$ cat src/rtl/holy_core_pkg.sv
// ============================================================================
// Module : holy_core_pkg
// Brief  : Shared types and constants for the holy_lite_arbiter AXI-Lite MMIO sharing block.
// Rev    : 1.0 - initial release
// ============================================================================
`default_nettype none

package holy_core_pkg;

    localparam int ARB_NUM_REQ = 2;

    localparam logic [1:0] AXI_RESP_OKAY = 2'b00;

    typedef enum logic [2:0] {
        IDLE  = 3'd0,
        WRITE = 3'd1,
        WRESP = 3'd2,
        RADDR = 3'd3,
        RDATA = 3'd4
    } arb_state_t;

    // The one-hot ack vector for the requester with the given index.
    function automatic logic [ARB_NUM_REQ-1:0] idx_to_onehot(input logic idx);
        return idx ? 2'b10 : 2'b01;
    endfunction

endpackage : holy_core_pkg

`default_nettype wire

$ cat src/rtl/holy_rr_picker.sv
// ============================================================================
// Module : holy_rr_picker
// Brief  : 2-way request picker. The default build resolves a tie with a round-robin pointer.
//          When HOLY_LITE_ARB_FIXED_PRIO_EN is defined, requester 1 always wins a tie.
// Rev    : 1.0 - initial release
// ============================================================================
`default_nettype none

module holy_rr_picker
    import holy_core_pkg::*;
(
`ifndef HOLY_LITE_ARB_FIXED_PRIO_EN
    input  logic                   ptr,
`endif
    input  logic [ARB_NUM_REQ-1:0] req,
    output logic [ARB_NUM_REQ-1:0] grant
);

    always_comb begin
        grant = req;
        if (&req) begin
`ifdef HOLY_LITE_ARB_FIXED_PRIO_EN
            grant = 2'b10;
`else
            grant = ptr ? 2'b10 : 2'b01;
`endif
        end
    end

endmodule : holy_rr_picker

`default_nettype wire

$ cat src/rtl/holy_lite_arbiter.sv
// ============================================================================
// Module : holy_lite_arbiter
// Brief  : Shares one AXI-Lite master between the core's non-cacheable path (req 0) and the debug
//          system-bus (req 1). It allows one outstanding transaction and uses a registered req/ack handshake.
//          Define HOLY_LITE_ARB_FIXED_PRIO_EN to make requester 1 win every tie.
// Rev    : 1.0 - initial release
// ============================================================================
`default_nettype none

module holy_lite_arbiter
    import holy_core_pkg::*;
#(
    parameter int ADDR_WIDTH = 32,
    parameter int DATA_WIDTH = 32
) (
    input  logic                      clk,
    input  logic                      rst,

    input  logic [1:0]                req_valid,
    input  logic [1:0]                req_we,
    input  logic [2*ADDR_WIDTH-1:0]   req_addr,
    input  logic [2*DATA_WIDTH-1:0]   req_wdata,
    input  logic [2*DATA_WIDTH/8-1:0] req_wstrb,
    output logic [1:0]                req_ack,
    output logic [DATA_WIDTH-1:0]     rsp_rdata,
    output logic                      rsp_err,

    output logic [ADDR_WIDTH-1:0]     m_axi_lite_awaddr,
    output logic                      m_axi_lite_awvalid,
    input  logic                      m_axi_lite_awready,

    output logic [DATA_WIDTH-1:0]     m_axi_lite_wdata,
    output logic [DATA_WIDTH/8-1:0]   m_axi_lite_wstrb,
    output logic                      m_axi_lite_wvalid,
    input  logic                      m_axi_lite_wready,

    input  logic [1:0]                m_axi_lite_bresp,
    input  logic                      m_axi_lite_bvalid,
    output logic                      m_axi_lite_bready,

    output logic [ADDR_WIDTH-1:0]     m_axi_lite_araddr,
    output logic                      m_axi_lite_arvalid,
    input  logic                      m_axi_lite_arready,

    input  logic [DATA_WIDTH-1:0]     m_axi_lite_rdata,
    input  logic [1:0]                m_axi_lite_rresp,
    input  logic                      m_axi_lite_rvalid,
    output logic                      m_axi_lite_rready
);

    localparam int STRB_WIDTH = DATA_WIDTH / 8;

    arb_state_t r_state;
    logic       r_grant;
`ifndef HOLY_LITE_ARB_FIXED_PRIO_EN
    logic       r_rr_ptr;
`endif

    logic [1:0]            w_eligible;
    logic [1:0]            w_pick;
    logic                  w_win_idx;
    logic                  w_win_we;
    logic [ADDR_WIDTH-1:0] w_win_addr;
    logic [DATA_WIDTH-1:0] w_win_wdata;
    logic [STRB_WIDTH-1:0] w_win_wstrb;
    logic                  w_aw_done;
    logic                  w_w_done;

    // A requester whose ack is in flight this cycle still holds req_valid; it must not be regranted.
    assign w_eligible = req_valid & ~req_ack;

    holy_rr_picker u_picker (
`ifndef HOLY_LITE_ARB_FIXED_PRIO_EN
        .ptr   (r_rr_ptr),
`endif
        .req   (w_eligible),
        .grant (w_pick)
    );

    assign w_win_idx   = w_pick[1];
    assign w_win_we    = w_win_idx ? req_we[1] : req_we[0];
    assign w_win_addr  = w_win_idx ? req_addr[2*ADDR_WIDTH-1:ADDR_WIDTH]
                                   : req_addr[ADDR_WIDTH-1:0];
    assign w_win_wdata = w_win_idx ? req_wdata[2*DATA_WIDTH-1:DATA_WIDTH]
                                   : req_wdata[DATA_WIDTH-1:0];
    assign w_win_wstrb = w_win_idx ? req_wstrb[2*STRB_WIDTH-1:STRB_WIDTH]
                                   : req_wstrb[STRB_WIDTH-1:0];

    // A channel counts as finished if it already handshook or if it handshakes on this edge.
    assign w_aw_done = ~m_axi_lite_awvalid | m_axi_lite_awready;
    assign w_w_done  = ~m_axi_lite_wvalid  | m_axi_lite_wready;

    always_ff @(posedge clk or posedge rst) begin
        if (rst) begin
            r_state            <= IDLE;
            r_grant            <= 1'b0;
`ifndef HOLY_LITE_ARB_FIXED_PRIO_EN
            r_rr_ptr           <= 1'b0;
`endif
            req_ack            <= '0;
            rsp_rdata          <= '0;
            rsp_err            <= 1'b0;
            m_axi_lite_awaddr  <= '0;
            m_axi_lite_awvalid <= 1'b0;
            m_axi_lite_wdata   <= '0;
            m_axi_lite_wstrb   <= '0;
            m_axi_lite_wvalid  <= 1'b0;
            m_axi_lite_bready  <= 1'b0;
            m_axi_lite_araddr  <= '0;
            m_axi_lite_arvalid <= 1'b0;
            m_axi_lite_rready  <= 1'b0;
        end else begin
            req_ack <= '0;
            case (r_state)
                IDLE: begin
                    if (|w_pick) begin
                        r_grant  <= w_win_idx;
`ifndef HOLY_LITE_ARB_FIXED_PRIO_EN
                        r_rr_ptr <= ~w_win_idx;
`endif
                        if (w_win_we) begin
                            m_axi_lite_awaddr  <= w_win_addr;
                            m_axi_lite_wdata   <= w_win_wdata;
                            m_axi_lite_wstrb   <= w_win_wstrb;
                            m_axi_lite_awvalid <= 1'b1;
                            m_axi_lite_wvalid  <= 1'b1;
                            r_state            <= WRITE;
                        end else begin
                            m_axi_lite_araddr  <= w_win_addr;
                            m_axi_lite_arvalid <= 1'b1;
                            r_state            <= RADDR;
                        end
                    end
                end

                WRITE: begin
                    if (m_axi_lite_awvalid && m_axi_lite_awready) begin
                        m_axi_lite_awvalid <= 1'b0;
                    end
                    if (m_axi_lite_wvalid && m_axi_lite_wready) begin
                        m_axi_lite_wvalid <= 1'b0;
                    end
                    if (w_aw_done && w_w_done) begin
                        m_axi_lite_bready <= 1'b1;
                        r_state           <= WRESP;
                    end
                end

                WRESP: begin
                    if (m_axi_lite_bvalid) begin
                        req_ack           <= idx_to_onehot(r_grant);
                        rsp_err           <= (m_axi_lite_bresp != AXI_RESP_OKAY);
                        m_axi_lite_bready <= 1'b0;
                        r_state           <= IDLE;
                    end
                end

                RADDR: begin
                    if (m_axi_lite_arready) begin
                        m_axi_lite_arvalid <= 1'b0;
                        m_axi_lite_rready  <= 1'b1;
                        r_state            <= RDATA;
                    end
                end

                RDATA: begin
                    if (m_axi_lite_rvalid) begin
                        req_ack           <= idx_to_onehot(r_grant);
                        rsp_rdata         <= m_axi_lite_rdata;
                        rsp_err           <= (m_axi_lite_rresp != AXI_RESP_OKAY);
                        m_axi_lite_rready <= 1'b0;
                        r_state           <= IDLE;
                    end
                end

                default: begin
                    r_state <= IDLE;
                end
            endcase
        end
    end

endmodule : holy_lite_arbiter

`default_nettype wire
$ cat config.mk
export PLATFORM = sky130hd
export DESIGN_NAME = holy_lite_arbiter
export DESIGN_NICKNAME = d
export VERILOG_FILES = /design/src/rtl/holy_core_pkg.sv /design/src/rtl/holy_rr_picker.sv /design/src/rtl/holy_lite_arbiter.sv
export SDC_FILE = /design/constraint.sdc
export NUM_CORES = 1
export LEC_CHECK = 0
export CORE_MARGIN = 2
export CORE_UTILIZATION = 37
export CTS_CLUSTER_SIZE = 12
export DETAILED_ROUTE_END_ITERATION = 7
export GPL_TIMING_DRIVEN = 0
export PLACE_DENSITY = 0.78
export RECOVER_POWER = 25
export SLEW_MARGIN = 10
export SYNTH_ARGS = -nofsm -noshare
export SYNTH_HDL_FRONTEND = slang
export SYNTH_HIERARCHICAL = 1
export SYNTH_SLANG_ARGS = --single-unit
$ cat constraint.sdc
create_clock -name clk -period 4.1 [get_ports clk]
set_input_delay 0.615 -clock clk [delete_from_list [all_inputs] [get_ports clk]]
set_output_delay 0.615 -clock clk [all_outputs]
set_load 0.05 [all_outputs]
==> results of run 1 <==
[sequential cells by signal, indices dropped and copies added (netlist names), 2 cells and up]
| signal | cells |
|---|---|
| req_ack | 2 |
| r_state | 3 |
| rsp_rdata | 32 |
| m_axi_lite_wdata | 32 |
| m_axi_lite_araddr | 32 |
| m_axi_lite_awaddr | 32 |
| m_axi_lite_wstrb | 4 |
[final cells by class]
type,instances,area [sq um]
fillers,1377,6560
well taps,225,282
plain buffers,24,183
repair buffers,326,3270
multi-input cells,253,2610
clock buffers,21,460
clock inverters,11,153
flip-flops and latches,145,3630
inverters,8,31.3
[layout by cell type (no fill, tap or decap), types with 2 or more instances in the layout]
cell type / count
clkbuf_8: 2
clkdlybuf4s50_1: 319
dfrtp_1: 145
a21boi_1: 2
buf_1: 2
buf_2: 4
or2_2: 3
a31oi_1: 4
nor2_1: 5
nand2b_1: 4
buf_4: 3
and2_1: 2
buf_12: 2
dlygate4sd3_1: 3
inv_6: 3
buf_6: 10
a21oi_1: 7
bufinv_16: 3
mux2_2: 200
inv_1: 7
clkinvlp_4: 3
nand3b_1: 3
clkbuf_1: 8
nor2b_1: 5
nand2_1: 3
clkbuf_16: 17
[path summary, 6_finish.rpt]
path / slack (ns) / cells past startpoint / endpoint
worst max-delay path: 1.15 / 3 / m_axi_lite_wdata[8]
worst min-delay path: 0.46 / 1 / req_ack[0]
worst max register to register: 1.60 / 6 / m_axi_lite_awaddr[11]
worst min register to register: 0.46 / 1 / req_ack[0]
max in group clk: 1.30 / 7 / m_axi_lite_awaddr[11]
min in group asynchronous: 0.65 / 2 / rsp_rdata[26]
[routing by layer]
| layer | share of wire [%] | vias up | track usage [%] |
|---|---|---|---|
| li1 | - | 2236 | - |
| met1 | 36 | 2407 | 20.2 |
| met2 | 55 | 208 | 36.7 |
| met3 | 7.9 | 28 | 6.38 |
| met4 | 1.7 | 0 | 6.60 |
| met5 | 0 | - | 0 |
[power by group]
group | internal, mW | total, mW | switching, mW | leakage, nW
registers | 2.16 | 2.56 | 0.402 | 1.76
logic | 2.20 | 5.66 | 3.46 | 2.31
clock network | 0.995 | 1.60 | 0.607 | 0.291
total | 5.35 | 9.82 | 4.47 | 4.36
[critical path, stage by stage]
cell and delay [ns]:
dlygate4sd3_1 0.54, clkinvlp_2 0.33, clkbuf_1 1.54
[stage by stage]
step | cell area, sq um | hold WS (ns) | std cells | utilization, % | worst slack (ns)
finish | 10600 | 0.461 | 1013 | 61.8 | 1.15
detailed placement | 10000 | 0.458 | 981 | 58.5 | 0.885
CTS | 10700 | 0.467 | 1013 | 62.0 | 1.30
global route | 10600 | 0.506 | 1013 | 61.8 | 0.595
global placement | 9960 | 0.439 | 977 | 58.0 | 0.507
floorplan | 6460 | 0.417 | 430 | - | 1.67
[logic make-up (layout without fill, tap and decap cells)]
family	after synthesis	in the layout
AOI/OAI and AO/OA	22	22
DFF	145	145
buffers and inverters	32	390
muxes	202	202
and+or+nand+nor	29	29
==> reports/summary.txt, run 1 <==
Status: complete, but fails checks
Violated checks: capacitance limit, slew limit
Synth top area share: 56.2%
ANT cells: 0
Syn Inst Count: 430
Synth area leaders: dfrtp_1, mux2_2, buf_6, a21oi_1, nor2b_1
Final critical-path required period: 2.95 ns
Gr usage total: 19.5%
Largest family of logic cells by synthesized area: multiplexers
Post-DP HPWL: 14.2 mm
Post-synth EDFFs: 0
H-tree depth: 4
Post-CTS sizing: 0
Synth top cells by count: mux2_2, dfrtp_1, buf_6
Die Y: 136 um
Total power: 9.82 mW
Slew Limit Headroom: -40.0%
Clock Sinks: 145
Remaining Overflow, GRT: 0
Largest net degree at the start of global routing: 40
Min-Delay Path Class: reg2reg
CTS Buf Count: 17
RSZ-0062 raised after global routing: no
First-pass GRT wire length: 27.6 mm
Yosys cell types: 34
Cell area power density: 925 nW/um^2
Post-DRT Antenna Nets: 0
Post-route clock period utilization: 71.9%
Final Net Count: 958
DR pass1 iterations: 4
R2r startpoint: req_ack[1]
Synth Area in XOR/XNOR: 0%
Syn. warnings: 6
Area leader, netlist: dfrtp_1
Post-synth top flop: dfrtp_1
Async set or reset register ratio after synthesis: 100%
Crit. End Element: asynchronous set/reset pin
Max Cap Viol: 2
Peak supply drop: 0.000517 V
Worst slew pin tran: 2.10 ns
Via density: 4.82
CP arrival: 3.06 ns
Ratio of cells with drive above 1 in the final layout: 32.6%
Post-Syn Nets: 613
Hold Path Origin: r_grant
Mapped Area: 6450 sq um
Adder-Cell Fraction of Synth Area: 0%
Later-pin clock latency in the skew report: 0.42 ns
Mean routed wirelength per cell: 17.7 um
Via count: 4,879
Most frequent cell after synthesis: mux2_2
Setup TNS: 0 ns
Die area: 18,500 sq um
Setup crit start kind: input pin
Core ar.: 17,200 sq um
Vias in the first global route: 5,405
Critical Path RT: 4.21 ns
Critical path fanouts, max: 39
FF+latch count, synth: 145
Initial DRC count: 217
Final-report max-slew violation count: 77
Leakage Power: 4.36 nW
CTS tree: yes
Count of port buffers added during placement: 322
Hold_buf cts: 0
Die width: 136 um
Initial antenna violation count: 0
Syn_area_per_cell: 15.0 sq um
Post-Synth Simple-Gate Area: 2.83%
Post-synthesis compound-gate area fraction: 2.40%
Final setup violating endpoints: 0
Crit Path Category: in2async
Number of I/O pins: 323
CTS root buffer: clkbuf_16
Initial Util: 37.6%
Postcts setup bufs: 0
Max clock buf depth: 2
Post-synthesis sequential area ratio: 56.2%
Setup Skew: 0.00782 ns
GP Congestion: 0.787
Syn-to-layout area delta: 64.6%
Fmax: 0.339 GHz
Mux cell area share after synthesis: 35.2%
Final Hold Viols: 0
Final wirelength: 17.9 mm
CTS clk-pin slew, worst paths: 0.06 ns
Detailed-route DRC error count: 0
# rows: 48
Critical Path Source: rst
Power figures use the tool's default switching activity.
==> run 2: changes to the inputs <==
Clock period 4.1 ns to 2.7 ns, I/O delays scaled along.
==> reports/summary.txt, run 2 (same netlist as run 1, synthesis figures left out) <==
Status: completed (was complete, but fails checks)
Delay-heaviest family, CP: buffers and inverters (unchanged)
Post-DRT Antenna Nets: 0 (unchanged)
H-tree depth: 4 (unchanged)
Fmax: 0.409 GHz
Hold_buf cts: 0 (unchanged)
Die area: 18,500 sq um (unchanged)
DR pass1 iterations: 4 (unchanged)
Reg2Reg Depth: 6 (unchanged)
CP cell instances: clkdlybuf4s50_1 -> nor2b_1 -> a21boi_1 -> buf_2 -> clkbuf_2 -> mux2_2 -> mux2_2 (was dlygate4sd3_1 -> clkinvlp_2 -> clkbuf_1)
Final critical-path required period: 2.45 ns
Core ar.: 17,200 sq um (unchanged)
Critical Path RT: 3.00 ns (was 4.21 ns)
Final setup violating endpoints: 0 (unchanged)
Cell area power density: 1400 nW/um^2 (was 925 nW/um^2)
ANT cells: 0 (unchanged)
Leakage Power: 4.38 nW (was 4.36 nW)
Post-DP Area: 10,000 sq um (unchanged)
Vias in the first global route: 5,405 (unchanged)
RSZ-0062 raised after global routing: no (unchanged)
Syn-to-layout area delta: 64.7% (was 64.6%)
Final cell area excluding filler cells: 10,600 sq um (about the same)
Most used cell along the critical path: mux2_2
First-pass GRT wire length: 27.6 mm (unchanged)
Max Cap Viol: 0 (was 2)
Crit Path Category: in2reg (was in2async)
Initial Util: 37.6% (unchanged)
Final Net Count: 958 (unchanged)
Detailed-route DRC error count: 0 (unchanged)
Final Hold Viols: 0 (unchanged)
Initial DRC count: 189 (was 217)
Final wirelength: 17.9 mm (about the same)
Count of port buffers added during placement: 322 (unchanged)
Worst slew pin tran: 0.971 ns (was 2.10 ns)
Setup TNS: 0 ns (unchanged)
Gr usage total: 19.5% (unchanged)
Remaining Overflow, GRT: 0 (unchanged)
Footprint of the flip-flops and latches: 3630 sq um (unchanged)
Multi-input gate area: 2610 sq um (unchanged)
Setup crit start kind: input pin (unchanged)
Total power: 14.9 mW (was 9.82 mW)
Via density: 4.83 (was 4.82)
End-of-flow core utilization: 61.9% (was 61.8%)
Clock Sinks: 145 (unchanged)
# fillers: 1,382 (was 1,377)
RR Endpoint: m_axi_lite_awaddr[11] (unchanged)
R2r startpoint: req_ack[1] (unchanged)
Worst reg2reg setup slack: 0.34 ns (was 1.60 ns)
Slew Limit Headroom: 35.2% (was -40.0%)
CTS tree: yes (unchanged)
Critical path fanouts, max: 10 (was 39)
Setup Skew: 0.00777 ns (was 0.00782 ns)
Postcts setup bufs: 0 (unchanged)
CTS clk-pin slew, worst paths: 0.06 ns (about the same)
Via count: 4,897 (was 4,879)
GP Congestion: 0.787 (unchanged)
Most common cell after layout, fill and taps aside: clkdlybuf4s50_1 (unchanged)
CTS root buffer: clkbuf_16 (unchanged)
Min-Delay Path Class: in2async (was reg2reg)
Final-report max-slew violation count: 0 (was 77)
Die Y: 136 um (unchanged)
Post-DP HPWL: 14.2 mm (unchanged)
Peak supply drop: 0.000785 V (was 0.000517 V)
Ratio of cells with drive above 1 in the final layout: 33.5% (was 32.6%)
Most frequent cells in the layout: clkdlybuf4s50_1, mux2_2, dfrtp_1, clkbuf_16, buf_6 (unchanged)
Initial antenna violation count: 0 (unchanged)
Crit-path slowest cell: clkdlybuf4s50_1 (was clkbuf_1)
Number of I/O pins: 323 (unchanged)
Mean routed wirelength per cell: 17.7 um (about the same)
Later-pin clock latency in the skew report: 0.42 ns (about the same)
Die width: 136 um (unchanged)
Post-route clock period utilization: 90.7%
Max clock buf depth: 2 (unchanged)
WP buf/inv: 3 (unchanged)
CP arrival: 2.75 ns (was 3.06 ns)
# rows: 48 (unchanged)
Crit. End Element: flip-flop (was asynchronous set/reset pin)
Largest net degree at the start of global routing: 40 (unchanged)
CTS Buf Count: 17 (unchanged)
Critical Path Max Stage Delay: 0.45 ns (was 1.54 ns)
-- run 2: changes by cell type in the layout (fill, tap and decap cells not counted) --
cell / previous run / this run
clkdlybuf4s50_1: 319 / 321
buf_1: 2 / 0
clkbuf_2: 1 / 8
clkbuf_1: 8 / 3
dlygate4sd3_1: 3 / 1
-- run 2: worst reg2reg max path: stages, from the launching register on --
cell and delay, ns:
dfrtp_1 0.37, nor2b_1 0.14, a21boi_1 0.35, buf_2 0.38, clkbuf_2 0.33, mux2_2 0.40, mux2_2 0.27
-- run 2: through the flow --
stage          hold slack (ns)  std cells  setup slack, ns
2_1_floorplan            0.417        430            0.377
3_3_place_gp             0.439        977           -0.683
3_5_place_dp             0.458        981           -0.305
4_1_cts                  0.288       1013            0.112
5_1_grt                  0.465       1013            0.121
6_report                 0.444       1013            0.252
-- run 2: worst max path at each step --
stage | start | endpoint | slack [ns] | cells after the start
floorplan | req_ack[1] | m_axi_lite_araddr[10] | 0.38 | 6
global placement | rst | m_axi_lite_wdata[19] | -0.68 | 2
detailed placement | req_valid[1] | m_axi_lite_awaddr[11] | -0.31 | 7
CTS | req_valid[1] | m_axi_lite_awaddr[11] | 0.11 | 7
global route | req_valid[1] | m_axi_lite_awaddr[11] | 0.12 | 7
finish | req_valid[1] | m_axi_lite_awaddr[11] | 0.25 | 7
-- run 2: cell type report --
class | count | area share, %
buffer | 24 | 1.78
clock buffer | 21 | 4.33
clock inverter | 11 | 1.44
inverter | 8 | 0.294
multi-input combinational | 253 | 24.6
sequential | 145 | 34.1
tap | 225 | 2.65
timing repair buffer | 326 | 30.8
-- run 2: per-layer routing --
layer / global-route usage, % / part of all wire, %
met3: 6.38 / 7.8
met2: 36.7 / 55
met4: 6.60 / 1.7
met1: 20.2 / 36
met5: 0 / 0
-- run 2: where the power goes --
part	internal, mW	switching [mW]
combinational	3.35	5.26
clock	1.51	0.921
sequential	3.27	0.611
-- run 2: timing repair --
item                                    in CTS  in global routing
endpoints found under the setup margin       0                 54
resized for setup                            0                  8
hold endpoints to repair                     0                  0
